$ cat config.mk
export PLATFORM = sky130hd
export DESIGN_NAME = bit_skip_sequencer
export DESIGN_NICKNAME = d
export VERILOG_FILES = /design/src/rtl/bitsim_seq_pkg.sv /design/src/rtl/p_encoder_comb.sv /design/src/rtl/bit_skip_sequencer.sv
export SDC_FILE = /design/constraint.sdc
export NUM_CORES = 1
export LEC_CHECK = 0
export BUFFER_PORTS_ARGS = -buffer_cell sky130_fd_sc_hd__buf_2
export CORE_ASPECT_RATIO = 1.75
export CORE_MARGIN = 8
export CORE_UTILIZATION = 65
export CTS_CLUSTER_DIAMETER = 40
export CTS_CLUSTER_SIZE = 20
export DETAILED_ROUTE_END_ITERATION = 12
export GPL_TIMING_DRIVEN = 0
export PLACE_DENSITY_LB_ADDON = 0.08
export SYNTH_ARGS = -nofsm -noshare
export SYNTH_HDL_FRONTEND = slang
export SYNTH_SLANG_ARGS = --single-unit
$ cat constraint.sdc
create_clock -name clk -period 28.6 [get_ports clk]
set_input_delay 4.29 -clock clk [delete_from_list [all_inputs] [get_ports clk]]
set_output_delay 4.29 -clock clk [all_outputs]
set_load 0.01 [all_outputs]
$ cat src/rtl/bitsim_seq_pkg.sv
// ============================================================================
// Module : bitsim_seq_pkg
// Brief  : Shared state encoding and default sizes for the bit-skip sequencer.
// Rev    : 1.0
// ============================================================================
`default_nettype none

package bitsim_seq_pkg;

  localparam int DEFAULT_WIDTH = 16;
  localparam int DEFAULT_IDX_W = $clog2(DEFAULT_WIDTH);

  typedef enum logic [0:0] {
    IDLE = 1'b0,
    RUN  = 1'b1
  } state_t;

endpackage

`default_nettype wire

$ cat src/rtl/p_encoder_comb.sv
// ============================================================================
// Module : p_encoder_comb
// Brief  : Combinational leading-one encoder, MSB-relative (bit W-1 -> 0).
// Rev    : 1.0
// ============================================================================
`default_nettype none

module p_encoder_comb #(
  parameter int WIDTH = 16,
  parameter int IDX_W = $clog2(WIDTH)
) (
  input  logic [WIDTH-1:0] mask,
  output logic [IDX_W-1:0] idx,
  output logic             is_zero,
  output logic             is_onehot
);

  logic [IDX_W:0] ones;

  // Ascending scan: the last set bit seen is the highest one, so it wins.
  always_comb begin
    idx  = '0;
    ones = '0;
    for (int i = 0; i < WIDTH; i++) begin
      if (mask[i]) begin
        idx  = IDX_W'(WIDTH - 1 - i);
        ones = ones + {{IDX_W{1'b0}}, 1'b1};
      end
    end
    is_zero   = (mask == '0);
    is_onehot = (ones == {{IDX_W{1'b0}}, 1'b1});
  end

endmodule

`default_nettype wire

$ cat src/rtl/bit_skip_sequencer.sv
// ============================================================================
// Module : bit_skip_sequencer
// Brief  : Walks the set bits of a mask MSB-first, one index per output beat.
// Rev    : 1.0
// ============================================================================
`default_nettype none

module bit_skip_sequencer
  import bitsim_seq_pkg::*;
#(
  parameter int WIDTH = DEFAULT_WIDTH,
  parameter int IDX_W = $clog2(WIDTH)
) (
  input  logic             clk,
  input  logic             reset,
  input  logic             in_valid,
  output logic             in_ready,
  input  logic [WIDTH-1:0] in_mask,
  output logic             out_valid,
  input  logic             out_ready,
  output logic [IDX_W-1:0] out_idx,
  output logic             out_last,
  output logic             out_empty,
  output logic [IDX_W:0]   out_beat
);

  state_t           state_q, state_d;
  logic [WIDTH-1:0] mask_q, mask_d;
  logic             empty_q, empty_d;
  logic [IDX_W:0]   beat_q, beat_d;

  logic [IDX_W-1:0] enc_idx;
  logic             enc_zero;
  logic             enc_onehot;
  logic [WIDTH-1:0] clr_onehot;
  logic             in_fire;
  logic             out_fire;

  p_encoder_comb #(
    .WIDTH (WIDTH),
    .IDX_W (IDX_W)
  ) u_enc (
    .mask      (mask_q),
    .idx       (enc_idx),
    .is_zero   (enc_zero),
    .is_onehot (enc_onehot)
  );

  assign out_valid = (state_q == RUN);
  assign out_fire  = out_valid & out_ready;
  assign out_last  = empty_q | enc_onehot;
  assign out_empty = empty_q;
  assign out_beat  = beat_q;
  assign out_idx   = (empty_q | enc_zero) ? '0 : enc_idx;
  // Accepting on the final beat lets the next mask follow with no bubble.
  assign in_ready  = (state_q == IDLE) | (out_fire & out_last);
  assign in_fire   = in_valid & in_ready;

  always_comb begin
    clr_onehot = '0;
    for (int i = 0; i < WIDTH; i++) begin
      clr_onehot[i] = (enc_idx == IDX_W'(WIDTH - 1 - i));
    end
  end

  always_comb begin
    state_d = state_q;
    mask_d  = mask_q;
    empty_d = empty_q;
    beat_d  = beat_q;
    case (state_q)
      IDLE: begin
        if (in_fire) begin
          state_d = RUN;
          mask_d  = in_mask;
          empty_d = (in_mask == '0);
          beat_d  = '0;
        end
      end
      RUN: begin
        if (out_fire) begin
          if (!out_last) begin
            mask_d = mask_q & ~clr_onehot;
            beat_d = beat_q + {{IDX_W{1'b0}}, 1'b1};
          end else if (in_fire) begin
            mask_d  = in_mask;
            empty_d = (in_mask == '0);
            beat_d  = '0;
          end else begin
            state_d = IDLE;
            mask_d  = '0;
            empty_d = 1'b0;
          end
        end
      end
    endcase
  end

  always_ff @(posedge clk) begin
    if (reset) begin
      state_q <= IDLE;
      mask_q  <= '0;
      empty_q <= 1'b0;
      beat_q  <= '0;
    end else begin
      state_q <= state_d;
      mask_q  <= mask_d;
      empty_q <= empty_d;
      beat_q  <= beat_d;
    end
  end

endmodule

`default_nettype wire

# After elaboration in Yosys (flattened, before gate mapping)
# Cells that the tools add are included.
op_classes:
  n_eq_ne: 19
  add_sub_neg: 16
  reduce_logical: 5
  n_bitwise: 9
  mux: 51
op_table:
  columns: ["cell", "n"]
  rows:
  - ["5-bit two-way mux", 18]
  - ["5-bit by 1-bit adder with 5-bit output, second input constant", 15]
  - ["4-bit two-way mux", 17]
  - ["16-bit two-way mux", 4]
  - ["4-bit == test, second input constant", 8]
  - ["16-bit zero test", 2]
  - ["16-bit case mux with 2 select lines", 1]
  - ["16-bit AND", 1]
  - ["4-bit by 3-bit == test with 1-bit output, second input constant", 4]
  - ["16-bit inverter", 1]
  - ["5-bit case mux with 2 select lines", 1]
  - ["4-bit by 2-bit == test with 1-bit output, second input constant", 2]
  - ["1-bit two-way mux", 8]
  - ["5-bit by 1-bit == test with 1-bit output, second input constant", 1]
  - ["4-bit by 1-bit == test with 1-bit output, second input constant", 1]
  - ["4-bit zero test", 1]
  - ["2-bit inequality test, second input constant", 2]
  - ["1-bit case mux with 2 select lines", 2]
  - ["1-bit AND", 3]
  - ["1-bit OR", 3]
  - ["3-bit AND reduction", 1]
  - ["1-bit by 1-bit adder with 2-bit output, second input constant", 1]
  - ["2-bit by 1-bit inequality test with 1-bit output, second input constant", 1]
  - ["2-bit AND reduction", 1]
  - ["1-bit inverter", 1]
word_totals:
  elab_cells: 104
  input_bits: 20
  ff_bits: 23
  out_inout_bits: 13

# Longest topological paths before layout
logic_depth:
  word_depth: 40
  ltp_mapped: 56
  depth_no_buf: 54

# Hierarchy
# Synthesis repeated with hierarchy kept, for this count alone.
hier_totals:
  hier_cells: 376
  area_unflattened_um2: 3199.3
modules_own_cells:
  columns: ["mod", "seq_area_each_um2", "cells_each", "instances", "area_each_um2"]
  rows:
  - ["p_encoder_comb", 0.0, 252, 1, 1971.9]
  - ["bit_skip_sequencer", 460.4, 124, 1, 1227.4]

# Worst setup path after synthesis
# Ideal clock, no wire load.
synth_path:
  kind: "reg-to-output"
  startpoint: "register mask_q[0]"
  endpoint: "output in_ready"
  required_time_ns: 24.310
  path_stages_with_launch: 56
  n_path_buf: 2
  arrival_time_ns: 9.498
  path_slack_ns: 14.812
  cell_sequence: "dfxtp_1 -> inv_1 -> ha_1 -> buf_2 -> xor2_1 -> ha_1 -> mux2_2 -> ha_1 -> mux2_2 -> ha_1 -> inv_1 -> a22o_1 -> nand2_1 -> ha_1 -> nor2b_1 -> nor2_1 -> ha_1 -> nand2_1 -> (+20 left out) -> nand2_1 -> o31ai_1 -> nand2b_1 -> o21ai_0 -> ha_1 -> mux2_2 -> ha_1 -> nor2b_1 -> nor2_1 -> ha_1 -> xor2_1 -> xnor2_1 -> a21oi_1 -> nor2_1 -> mux2_2 -> a31oi_2 -> buf_2 -> nor2_1"
synth_between:
  elab_chain_cells: 35
synth_rtl:
  columns: ["item", "line_no", "rtl"]
  rows:
  - ["start, declared", "bit_skip_sequencer.sv:28", "logic [WIDTH-1:0] mask_q, mask_d;"]
  - ["start signal, assigned", "bit_skip_sequencer.sv:107", "mask_q <= mask_d;"]
  - ["1-bit two-way mux (*)", "p_encoder_comb.sv:25", "if (mask[i]) begin"]
  - ["1-bit by 1-bit adder with 2-bit output", "p_encoder_comb.sv:27", "ones = ones + {{IDX_W{1'b0}}, 1'b1};"]
  - ["5-bit two-way mux (*)", "p_encoder_comb.sv:25", null]
  - ["5-bit by 1-bit adder with 5-bit output", "p_encoder_comb.sv:27", null]
  - ["5-bit two-way mux (*)", "p_encoder_comb.sv:25", null]
  - ["5-bit by 1-bit adder with 5-bit output", "p_encoder_comb.sv:27", null]
  - ["5-bit two-way mux (*)", "p_encoder_comb.sv:25", null]
  - ["5-bit by 1-bit adder with 5-bit output", "p_encoder_comb.sv:27", null]
  - ["(+19 left out)", null, null]
  - ["5-bit by 1-bit adder with 5-bit output", "p_encoder_comb.sv:27", null]
  - ["5-bit two-way mux (*)", "p_encoder_comb.sv:25", null]
  - ["5-bit by 1-bit adder with 5-bit output", "p_encoder_comb.sv:27", null]
  - ["5-bit two-way mux (*)", "p_encoder_comb.sv:25", null]
  - ["5-bit by 1-bit == test with 1-bit output (*)", "p_encoder_comb.sv:31", "is_onehot = (ones == {{IDX_W{1'b0}}, 1'b1});"]
  - ["1-bit OR (*)", "bit_skip_sequencer.sv:51", "assign out_last = empty_q | enc_onehot;"]
  - ["1-bit AND (*)", "bit_skip_sequencer.sv:56", "assign in_ready = (state_q == IDLE) | (out_fire & out_last);"]
  - ["1-bit OR (*)", "bit_skip_sequencer.sv:56", null]
  - ["end, declared", "bit_skip_sequencer.sv:17", "output logic in_ready,"]
# Mark *: on every way between the ends. The rest lies on a longest branch, timed or not.

# Final worst setup path
# Same ends and word-level chain as after synthesis.

==> results.toml <==
[outcome]
status = "finished clean"

[grt]
grt_max_degree = 13
gr-usage-met2_pct = 45.6
grt_pass1_vias = 3473
grt.busiest_layer = "met2"
grt_pass1_wl_um = 15200
antenna_found_initial = 0
use_met1_pct = 21.7
grtUsageMet3_pct = 1.97
grt_overflow = 0
grt_usage_pct = 22.7

[place]
pre_cts_slack_ns = 13.46
gp_congestion = 0.966
dp_cells = 518
dp_hpwl_um = 7490
portBuffers = 30

[setup_path]
worst-endpoint-arrival_ns = 11.32
crit_family = "adder cells"
worstPathMaxFanout = 10
cp.depth = 56
r2r_end = "mask_q[10]"
cp-start-kind = "register"
criticalPathCategory = "reg -> out"
slowest_stage = "o21ai_0"
worstPathRequired_ns = 24.31
rrSetupSlack_ns = 17.05
rr_worst_depth = 55
cpMostUsedCell = "ha_1"
r2r_start = "mask_q[0]"
critPathCaptureType = "output port"
cp.buffers_inverters = 9
cpPeakStageDelay_ns = 0.45

[timing]
hold_violations = 0
maxClockFrequency_mhz = 64.1
setup_viol = 0
rsz0062_at_grt = "no"
fin_crit_ns = 15.61
slew_viol_final = 0
tns_ns = 0
worst_pin_slew_ns = 0.976
finClkSkew_ns = 0.0128
timing.slew.headroom_pct = 33.1
worst_slack_ns = 12.99
fin_crit_sh_pct = 54.6

[finish]
drive_above_1_share_pct = 14.7
fillerInstances = 462
antenna_cells = 0
area_growth_pct = 7.89
multi_input_area_mm2 = 0.00268
seqCellArea_um2 = 460
stdcell_count = 522
nets = 506

[synthesis]
seq_area_frac_synth_pct = 13.8
synth_warnings = 0
synth_nets = 471
synth-main-ff-cell = "dfxtp_1"
avgSynthCellArea_um2 = 7.67
synth.distinct_cells = 82
yosysTopAreaCell = "dfxtp_1"
yosys_register_bits = 23
synth_most_common_cell = "nor2_1"
synth_area_mm2 = 0.00333
synth_area_leaders = "dfxtp_1 (14%), ha_1 (6.4%), xnor2_1 (5.8%)"
yosysTopAreaCellShare_pct = 13.8
synth_cells = 434
async_flop_share_pct = 0
synth-edff-count = 0
synthTopCellsByCount = "nor2_1 (38), nand2_1 (35), a21oi_1 (26)"

[routing]
postRouteAntennaNets = 0
drt-total-wl_um = 9300
post-route-drc-count = 0
num_vias = 3561
wl_per_cell_um = 17.8
drt_iter0_markers = 225
avgViaCountPerCell = 6.82
drt_pre_antenna_iters = 5

[clocking]
holdBufCountCts = 0
tritoncts = "built"
insertion_delay_ns = 0.27
post_cts.repair.setup_buffers = 0
clock-root-buffer = "clkbuf_8"
clk_path_buf_depth = 2
numCtsBuffers = 3
clk_pin_slew_ns = 0.09
cts_repair_resize_count = 0
h-tree-depth = 1
clock-sinks = 23

[flow_run]
maxCapViolCount = 0

[floorplanning]
fp.dieH_um = 111
core_mm2 = 0.00498
initial_core_util_pct = 66.9
row_count = 34
pin_count = 33
die_w_um = 70.1
dieArea_mm2 = 0.00776

[hold_path]
worstHoldStart = "mask_q[1]"
hold_depth = 2
min_path_type = "reg -> reg"
min_delay_worst_endpoint = "mask_q[1]"
## sequential cells by signal, summed over array words and instances, names as in the netlist
name       flops
out_empty      1
mask_q        16
out_beat       5
out_valid      1
## area by class of cell
class / instances / area share [%]
Inverter: 24 / 2.51
Buffer: 24 / 2.89
Tap cell: 54 / 1.88
Timing Repair Buffer: 30 / 4.18
Sequential cell: 23 / 12.8
Multi-Input combinational cell: 363 / 74.5
Clock buffer: 4 / 1.25
## worst max-delay path by stage
stage / startpoint / slack (ns) / to
floorplan: mask_q[0] / 14.81 / in_ready
global placement: mask_q[0] / 13.70 / in_ready
detailed placement: mask_q[0] / 13.46 / in_ready
CTS: mask_q[0] / 13.12 / in_ready
global route: mask_q[0] / 12.29 / in_ready
finish: mask_q[0] / 12.99 / in_ready
## metrics by stage
stage | utilization, % | cell area (um2) | hold slack [ns]
2_1_floorplan | - | 3330 | 0.474
3_3_place_gp | 71.3 | 3550 | 0.497
3_5_place_dp | 71.3 | 3550 | 0.500
4_1_cts | 72.2 | 3590 | 0.520
5_1_grt | 72.2 | 3590 | 0.542
6_report | 72.2 | 3590 | 0.524
## worst reg2reg max path: cells and delay by family (launching register included)
kind	cells	cell delay [ns]
compound gates	15	3.02
simple gates	12	1.11
buf+inv	7	0.68
flops	1	0.40
fa+ha+maj	14	4.15
mux	4	1.65
xor+xnor	3	0.46
## cells in the final DEF (no fill, tap or decap), types with 8 or more instances in the layout
| cell | instances |
|---|---|
| clkbuf_1 | 18 |
| nor3_1 | 13 |
| nand2_1 | 35 |
| o21ai_0 | 9 |
| a32o_1 | 11 |
| nand3_1 | 19 |
| inv_1 | 23 |
| dfxtp_1 | 23 |
| a21oi_1 | 26 |
| buf_2 | 35 |
| nor2b_1 | 8 |
| xnor2_1 | 22 |
| xor2_1 | 9 |
| and3_1 | 8 |
| ha_1 | 17 |
| o211ai_1 | 9 |
| nor2_1 | 38 |
## cells by family after synthesis
family / count (synthesis) / synth area share (%)
AND/OR/NAND/NOR: 169 / 27.0
buffers and inverters: 48 / 5.82
multiplexers: 7 / 3.01
XOR/XNOR: 40 / 14.3
adder cells (fa/ha/maj): 17 / 6.39
AO/OA/AOI/OAI: 130 / 29.7
flip-flops: 23 / 13.8
## per-layer routing
metal,part of all wire (%),vias to the layer above,wire length [um]
met2,54,126,5060
met5,0,-,0
li1,-,1702,-
met4,4.4,0,410
met3,4.1,32,381
met1,37,1701,3440
Power is not shown: default switching activity piles up to over one toggle a cycle in this logic, so the estimate is an artifact.
